<file path="src/rtl/inst_mem_sync.sv">
// ---------------------------------------------------------------------------
// Module: inst_mem_sync
// Purpose:
//   Synchronous instruction memory for the RISC-V fetch stage. A fetch request
//   (byte address = PC) is accepted with a valid/ready handshake, and the
//   instruction appears on a registered response port exactly one cycle later.
//   The response port also uses valid/ready, so fetch can stall. A flush drops
//   the pending response and refuses the request offered in the same cycle.
//   Misaligned and out-of-range fetches are answered with NOP_INST and
//   rsp_fault=1.
//
// Configuration macro:
//   INST_MEM_LOAD_EN  when defined, adds the ld_* runtime load port used for
//                     program download. When undefined, the memory is
//                     read-only after initialisation.
//
// Ports:
//   clk        in   1        clock, all state updates on the rising edge
//   rst        in   1        synchronous active-high reset
//   req_valid  in   1        fetch request present
//   req_ready  out  1        request accepted when req_valid && req_ready
//   req_addr   in   ADDR_W   byte address of the fetch
//   flush      in   1        drop the pending response and this cycle's request
//   rsp_valid  out  1        rsp_inst / rsp_fault are valid
//   rsp_ready  in   1        consumer accepts the response
//   rsp_inst   out  DATA_W   fetched instruction (NOP_INST on a fault)
//   rsp_fault  out  1        1 = misaligned or out-of-range fetch
//   fetch_cnt  out  16       accepted non-faulting requests, wraps
//   ld_en      in   1        (INST_MEM_LOAD_EN) load write strobe
//   ld_addr    in   IDX_W    (INST_MEM_LOAD_EN) word index to write
//   ld_data    in   DATA_W   (INST_MEM_LOAD_EN) word to write
// ---------------------------------------------------------------------------
module inst_mem_sync #(
  parameter int unsigned       DATA_W    = 32,
  parameter int unsigned       DEPTH     = 64,
  parameter int unsigned       ADDR_W    = 32,
  parameter string             INIT_FILE = "",
  parameter logic [DATA_W-1:0] NOP_INST  = 32'h13
) (
  input  logic              clk,
  input  logic              rst,
  input  logic              req_valid,
  output logic              req_ready,
  input  logic [ADDR_W-1:0] req_addr,
  input  logic              flush,
  output logic              rsp_valid,
  input  logic              rsp_ready,
  output logic [DATA_W-1:0] rsp_inst,
  output logic              rsp_fault,
  output logic [15:0]       fetch_cnt
`ifdef INST_MEM_LOAD_EN
  ,
  input  logic                       ld_en,
  input  logic [$clog2(DEPTH)-1:0]   ld_addr,
  input  logic [DATA_W-1:0]          ld_data
`endif
);

  localparam int unsigned IDX_W = $clog2(DEPTH);

  typedef enum logic {
    EMPTY = 1'b0,
    FULL  = 1'b1
  } state_e;

  logic [DATA_W-1:0] mem [DEPTH];

  state_e            state_q, state_d;
  logic [DATA_W-1:0] rsp_inst_q, rsp_inst_d;
  logic              rsp_fault_q, rsp_fault_d;
  logic [15:0]       fetch_cnt_q, fetch_cnt_d;

  logic [IDX_W-1:0]  idx;
  logic              misaligned;
  logic              out_of_range;
  logic              fault;
  logic              accept;
  logic [DATA_W-1:0] rd_word;

  // The memory starts all zero. Reset never touches the contents.
  initial begin
    for (int i = 0; i < int'(DEPTH); i++) begin
      mem[i] = '0;
    end
  end

  // Address decode: word index from the byte address, plus the two fault
  // reasons. The index range check matters only when DEPTH is not a power
  // of two; otherwise the upper-bit check covers everything.
  assign idx          = req_addr[IDX_W+1:2];
  assign misaligned   = (req_addr[1:0] != 2'b00);
  assign out_of_range = (req_addr[ADDR_W-1:IDX_W+2] != '0) ||
                        (32'(idx) >= 32'(DEPTH));
  assign fault        = misaligned || out_of_range;
  assign rd_word      = mem[idx];

  // The response register is a one-deep buffer, so a new request fits
  // whenever the buffer is empty or is being drained this cycle. This never
  // looks at req_valid, which avoids a combinational valid->ready path.
  assign req_ready = (state_q == EMPTY) || rsp_ready;
  assign accept    = req_valid && req_ready && !flush;

  assign rsp_valid = (state_q == FULL);
  assign rsp_inst  = rsp_inst_q;
  assign rsp_fault = rsp_fault_q;
  assign fetch_cnt = fetch_cnt_q;

  // Next-state logic. Flush wins over an accept. A faulting accept loads the
  // NOP and does not count as a fetch. Data is held while the buffer is full
  // and not drained, so stalls leave the response stable.
  always_comb begin
    state_d     = state_q;
    rsp_inst_d  = rsp_inst_q;
    rsp_fault_d = rsp_fault_q;
    fetch_cnt_d = fetch_cnt_q;

    if (flush) begin
      state_d = EMPTY;
    end else if (accept) begin
      state_d     = FULL;
      rsp_fault_d = fault;
      if (fault) begin
        rsp_inst_d = NOP_INST;
      end else begin
        rsp_inst_d  = rd_word;
        fetch_cnt_d = fetch_cnt_q + 16'd1;
      end
    end else if ((state_q == FULL) && rsp_ready) begin
      state_d = EMPTY;
    end
  end

  // State and response registers. Reset drops any pending response.
  always_ff @(posedge clk) begin
    if (rst) begin
      state_q     <= EMPTY;
      rsp_inst_q  <= '0;
      rsp_fault_q <= 1'b0;
      fetch_cnt_q <= '0;
    end else begin
      state_q     <= state_d;
      rsp_inst_q  <= rsp_inst_d;
      rsp_fault_q <= rsp_fault_d;
      fetch_cnt_q <= fetch_cnt_d;
    end
  end

`ifdef INST_MEM_LOAD_EN
  // Program download port. The fetch path reads the memory combinationally
  // before this edge, so a same-cycle fetch of the loaded word returns the
  // old contents. Loads ignore reset and out-of-range indices.
  always_ff @(posedge clk) begin
    if (ld_en && (32'(ld_addr) < 32'(DEPTH))) begin
      mem[ld_addr] <= ld_data;
    end
  end
`endif

endmodule
</file>
<file path="config.mk">
export PLATFORM = sky130hd
export DESIGN_NAME = inst_mem_sync
export DESIGN_NICKNAME = d
export VERILOG_FILES = /design/src/rtl/inst_mem_sync.sv
export SDC_FILE = /design/constraint.sdc
export NUM_CORES = 1
export LEC_CHECK = 0
export ABC_CLOCK_PERIOD_IN_PS = 4700
export BUFFER_PORTS_ARGS = -buffer_cell sky130_fd_sc_hd__clkbuf_2
export CAP_MARGIN = 10
export CORE_MARGIN = 2
export CORE_UTILIZATION = 42
export CTS_CLUSTER_SIZE = 25
export DETAILED_ROUTE_END_ITERATION = 8
export GPL_ROUTABILITY_DRIVEN = 0
export PLACE_DENSITY = 0.84
export RECOVER_POWER = 25
export SLEW_MARGIN = 20
export SYNTH_ARGS = -nofsm -noshare
export SYNTH_HDL_FRONTEND = slang
export SYNTH_SLANG_ARGS = --single-unit
</file>
<file path="constraint.sdc">
create_clock -name clk -period 4.7 [get_ports clk]
set_input_delay 0.94 -clock clk [delete_from_list [all_inputs] [get_ports clk]]
set_output_delay 0.94 -clock clk [all_outputs]
set_load 0.01 [all_outputs]
</file>
# ---- Word-level counts from Yosys, hierarchy flattened
# Cells that the tools add are included.
dict set report totals {
  latchBits 0
  inputBits 37
  mem_bits_rw 0
  rom_bits 0
  mem_count 0
  regBits 50
  word_cells 23
}
dict set report classes {
  reduce_logical 12
  n_bitwise 3
  n_lt_le_gt_ge 0
  n_eq_ne 0
  multipliers 0
  n_div 0
  n_shift 0
  addsub 1
  muxes 3
}
# op n
set ops {}
lappend ops {{$mux 32} 1}
lappend ops {{$reduce_bool 24->1} 1}
lappend ops {{$add 16x1->16 const B} 1}
lappend ops {{$reduce_bool 2->1} 2}
lappend ops {{$logic_and 1x1->1} 3}
lappend ops {{$not 1->1} 3}
lappend ops {{$reduce_and 3->1} 1}
lappend ops {{$logic_or 1x1->1} 2}
lappend ops {{$mux 1} 2}
lappend ops {{$reduce_and 2->1} 1}
lappend ops {{$reduce_or 2->1} 1}
lappend ops {{$logic_not 1->1} 1}

# ---- Longest topological paths before layout
dict set report depth {
  word_depth 5
  mapped_depth 7
  mapped_depth_nobuf 5
}

# ---- Worst setup path after synthesis
# No wires, ideal clock.
dict set report synth_path {
  path_kind {input port to flip-flop}
  from {input req_addr[29]}
  to {register fetch_cnt_q[15] (netlist: fetch_cnt[15])}
  path_stages 6
  n_path_buf 1
  arrival_ns 2.518
  required_time_ns 4.579
  path_slack_ns 2.062
  path_cell_list {nor4_2 nand4_1 or3_1 buf_2 nor4_1 mux2_2}
}
dict set report synth_via {
  elab_chain_cells 4
}
# item line
set synth_lines {}
lappend synth_lines {{start, declared} 44} ;# input logic [ADDR_W-1:0] req_addr,
lappend synth_lines {{$reduce_bool 24->1} 92} ;# assign out_of_range = (req_addr[ADDR_W-1:IDX_W+2] != '0) ||
lappend synth_lines {{$logic_or 1x1->1} 94} ;# assign fault = misaligned || out_of_range;
lappend synth_lines {{$not 1->1 (no line)} --}
lappend synth_lines {{$reduce_and 3->1 (no line)} --}
lappend synth_lines {{end signal, assigned} 144} ;# fetch_cnt_q <= fetch_cnt_d;
lappend synth_lines {{end, declared} 71} ;# logic [15:0] fetch_cnt_q, fetch_cnt_d;
# Every way passes these cells.
# A chain may end at the register's enable or synchronous reset.

# ---- Worst setup path in the final report
# Same ends and word-level chain as after synthesis.

==> results by group <==
Power
  • Peak VDD IR: 0.132 mV
  • Flop pwr share: 53.8%
  • P_leak: 0.535 nW
  • Sw Ratio: 25.7%
  • Power Density: 219 nW/um^2
  • Logic gate share of total power: 11.6%
  • Net Sw Power: 73.6 uW
  • Internal power: 213 uW
  • Share of total power in the clock network: 34.6%

STA
  • Fin. Hold Viols: 0
  • Setup TNS Final: 0 ns
  • RSZ-0062 raised after global routing: no
  • Post-route clock period utilization: 58.0%
  • Final Max Slew Viols: 0
  • Slew headroom: 44.4%
  • F_max: 367 MHz
  • # setup viols final: 0
  • Tmin final: 2.73 ns
  • Skew final: 0.00363 ns
  • Slew @ Worst Pin: 0.834 ns

Hold path
  • Worst hold path type: register to register
  • Hold Path Stages: 2

Final layout
  • Area of the multi-input gates: 609 sq um
  • Share of cells above drive strength 1: 25.9%
  • Layout filler cell count: 276
  • Post-layout util: 51.9%
  • # diodes: 0
  • Nets: 228
  • FF+latch area: 360 sq um
  • Area grow syn2layout: 14.8%
  • Most frequent cells in the layout: clkbuf_2, conb_1, dfxtp_1
  • Most common cell after layout, fill and taps aside: clkbuf_2

CTS
  • Sink Count: 18
  • Post-CTS Hold Fix Bufs: 0
  • CTS H-tree depth: 1
  • Post-cts sizing count: 0
  • TritonCTS Buffers: 3
  • Clock Path Buffers: 2
  • Worst-Skew Late Latency: 0.30 ns
  • Root Driver: clkbuf_4
  • Post CTS Setup Buffer Count: 0
  • CTS tree: built
  • Worst-path clk slew: 0.11 ns

Global route
  • First-pass GRT wire length: 4030 microns
  • Initial antenna violation count: 0
  • Total Routing Usage GR: 16.0%
  • Gr ovfl total: 0
  • Number of global-route vias before repair: 936
  • Largest net degree at the start of global routing: 20

Routing
  • DRT Wirelength: 2460 microns
  • Vias per cell: 4.89
  • DRC Markers: 0
  • DR pass1 iterations: 4
  • Avg WL per Cell: 11.2 microns
  • Detailed-route via count: 1072
  • Post-DRT Antenna Nets: 0
  • Iter 0 DRT Violations: 24

Synth
  • Synthesized instance count: 141
  • Post-Synth XOR/XNOR Area: 3.07%
  • Post-Synth Adder-Cell Area: 1.10%
  • Leading area contributor after synthesis: dfxtp_1
  • Mean post-synth cell area: 8.09 sq um
  • Top cells by area, synth: dfxtp_1, buf_4, o31ai_1, nor4_1, a21oi_1
  • Post-Syn Area: 1140 sq um
  • Number of library cell types mapped by synthesis: 28
  • Largest family of logic cells by synthesized area: simple AND/OR/NAND/NOR gates
  • Sequential fraction of the synthesis area: 31.6%
  • Syn. warnings: 0
  • Compound-Gate Fraction of Synth Area: 12.9%
  • Top-area cell type share of the netlist area: 31.6%
  • Mux share of post-synthesis cell area: 0.987%
  • Synthesized flop and latch total: 18
  • Post-synthesis simple-gate area fraction: 25.8%

Die
  • Die area: 3150 sq um
  • Die height: 56.1 microns
  • Starting density of the core: 45.2%
  • Core ar.: 2520 sq um
  • Die width: 56.1 microns
  • Num rows: 18
  • Top-Level Pins: 88

Place
  • Detailed placement HPWL: 1920 microns
  • Port Buf Inserts: 52

Critical path
  • Reg2Reg Setup Slack: 2.51 ns
  • Slowest-stage cell, CP: or3_1
  • Crit path max fanout: 19
  • Worst Path Buf+Inv: 1
  • Worst-path cell chain: clkbuf_2, nor4_2, nand4_1, or3_1, nor4_1, mux2_2
  • Arrival time at the worst endpoint: 2.92 ns
  • CP endpoint kind: register
  • Crit start category: input pin
  • Max incr delay on CP: 0.67 ns
  • R2R cell count: 5
  • Worst path top cell family by delay: simple AND/OR/NAND/NOR gates
  • Worst Path Required: 4.90 ns
  • Setup CP Type: input pin to register
  • Stages on worst setup path: 6

Job
  • Max Cap Viol: 0

Outcome
  • Status: complete, no violations
==> synthesized netlist by cell type <==
| cell type | instances |
|---|---|
| buf_2 | 2 |
| or4_1 | 7 |
| nand3b_1 | 2 |
| a21oi_1 | 11 |
| nand2b_1 | 1 |
| nand3_1 | 7 |
| inv_1 | 5 |
| a21bo_2 | 1 |
| or4b_1 | 1 |
| a211oi_1 | 1 |
| nor2_1 | 8 |
| nand2_1 | 8 |
| nor3_1 | 3 |
| clkbuf_1 | 2 |
| o31ai_1 | 8 |
| a31oi_1 | 1 |
| xnor2_1 | 4 |
| nor4_1 | 9 |
| nor2b_1 | 1 |
| or3_1 | 1 |
| conb_1 | 1 |
| mux2_2 | 1 |
| nand4_1 | 3 |
| o41ai_1 | 1 |
| ha_1 | 1 |
| dfxtp_1 | 18 |
| buf_4 | 32 |
| nor4_2 | 1 |
==> through the flow <==
| stage | std cells | setup WS, ns | area (sq um) | power (mW) | hold slack [ns] |
|---|---|---|---|---|---|
| floorplan | 169 | 2.06 | 1250 | 0.195 | 0.508 |
| global placement | 215 | 1.66 | 1290 | 0.190 | 0.485 |
| detailed placement | 215 | 1.65 | 1290 | 0.191 | 0.489 |
| CTS | 219 | 1.99 | 1320 | 0.290 | 0.508 |
| global route | 219 | 1.81 | 1310 | 0.299 | 0.543 |
| finish | 219 | 1.97 | 1310 | 0.287 | 0.504 |
==> area by class of cell <==
| class | count | share of cell area, % |
|---|---|---|
| multi-input cells | 110 | 46.5 |
| flip-flops and latches | 18 | 27.5 |
| repair buffers | 52 | 18.9 |
| well taps | 30 | 2.87 |
| clock buffers | 4 | 2.77 |
| inverters | 5 | 1.43 |
==> worst reg2reg max path: cells and delay by family (launching register included) <==
kind	cells	cell delay, ns
and+or+nand+nor	4	1.40
muxes	1	0.37
DFF	1	0.33
==> worst paths after layout <==
path,startpoint,endpoint
max,req_addr[29],fetch_cnt[15]$_SDFFE_PP0P_
min,fetch_cnt[1]$_SDFFE_PP0P_,fetch_cnt[1]$_SDFFE_PP0P_
max reg2reg,rsp_valid$_SDFFE_PP0P_,fetch_cnt[15]$_SDFFE_PP0P_
min reg2reg,fetch_cnt[1]$_SDFFE_PP0P_,fetch_cnt[1]$_SDFFE_PP0P_
==> sequential cells by signal, summed over array words and instances (netlist names) <==
signal     cells
rsp_valid      1
fetch_cnt     16
rsp_inst       1
==> cell families (layout without fill, tap and decap cells) <==
kind of cell	count (synthesis)	after routing
flops	18	18
xor+xnor	4	4
buf+inv	41	61
fa+ha+maj	1	1
compound gates	23	23
simple gates	52	52
mux	1	1
other cells	1	29
==> routing by layer <==
| metal | GRT usage, % | wire [microns] |
|---|---|---|
| met5 | 0 | 0 |
| met4 | 8.16 | 18 |
| met3 | 4.19 | 179 |
| met2 | 24.9 | 1200 |
| met1 | 20.2 | 1060 |
==> power by group through the flow <==
stage	combinational [mW]	clock [mW]	sequential [mW]
floorplan	0.0367	0	0.158
detailed placement	0.0329	0	0.158
global route	0.0368	0.108	0.155
global placement	0.0325	0	0.158
CTS	0.0330	0.103	0.154
finish	0.0332	0.0991	0.154
(Power assumes the default switching activity.)
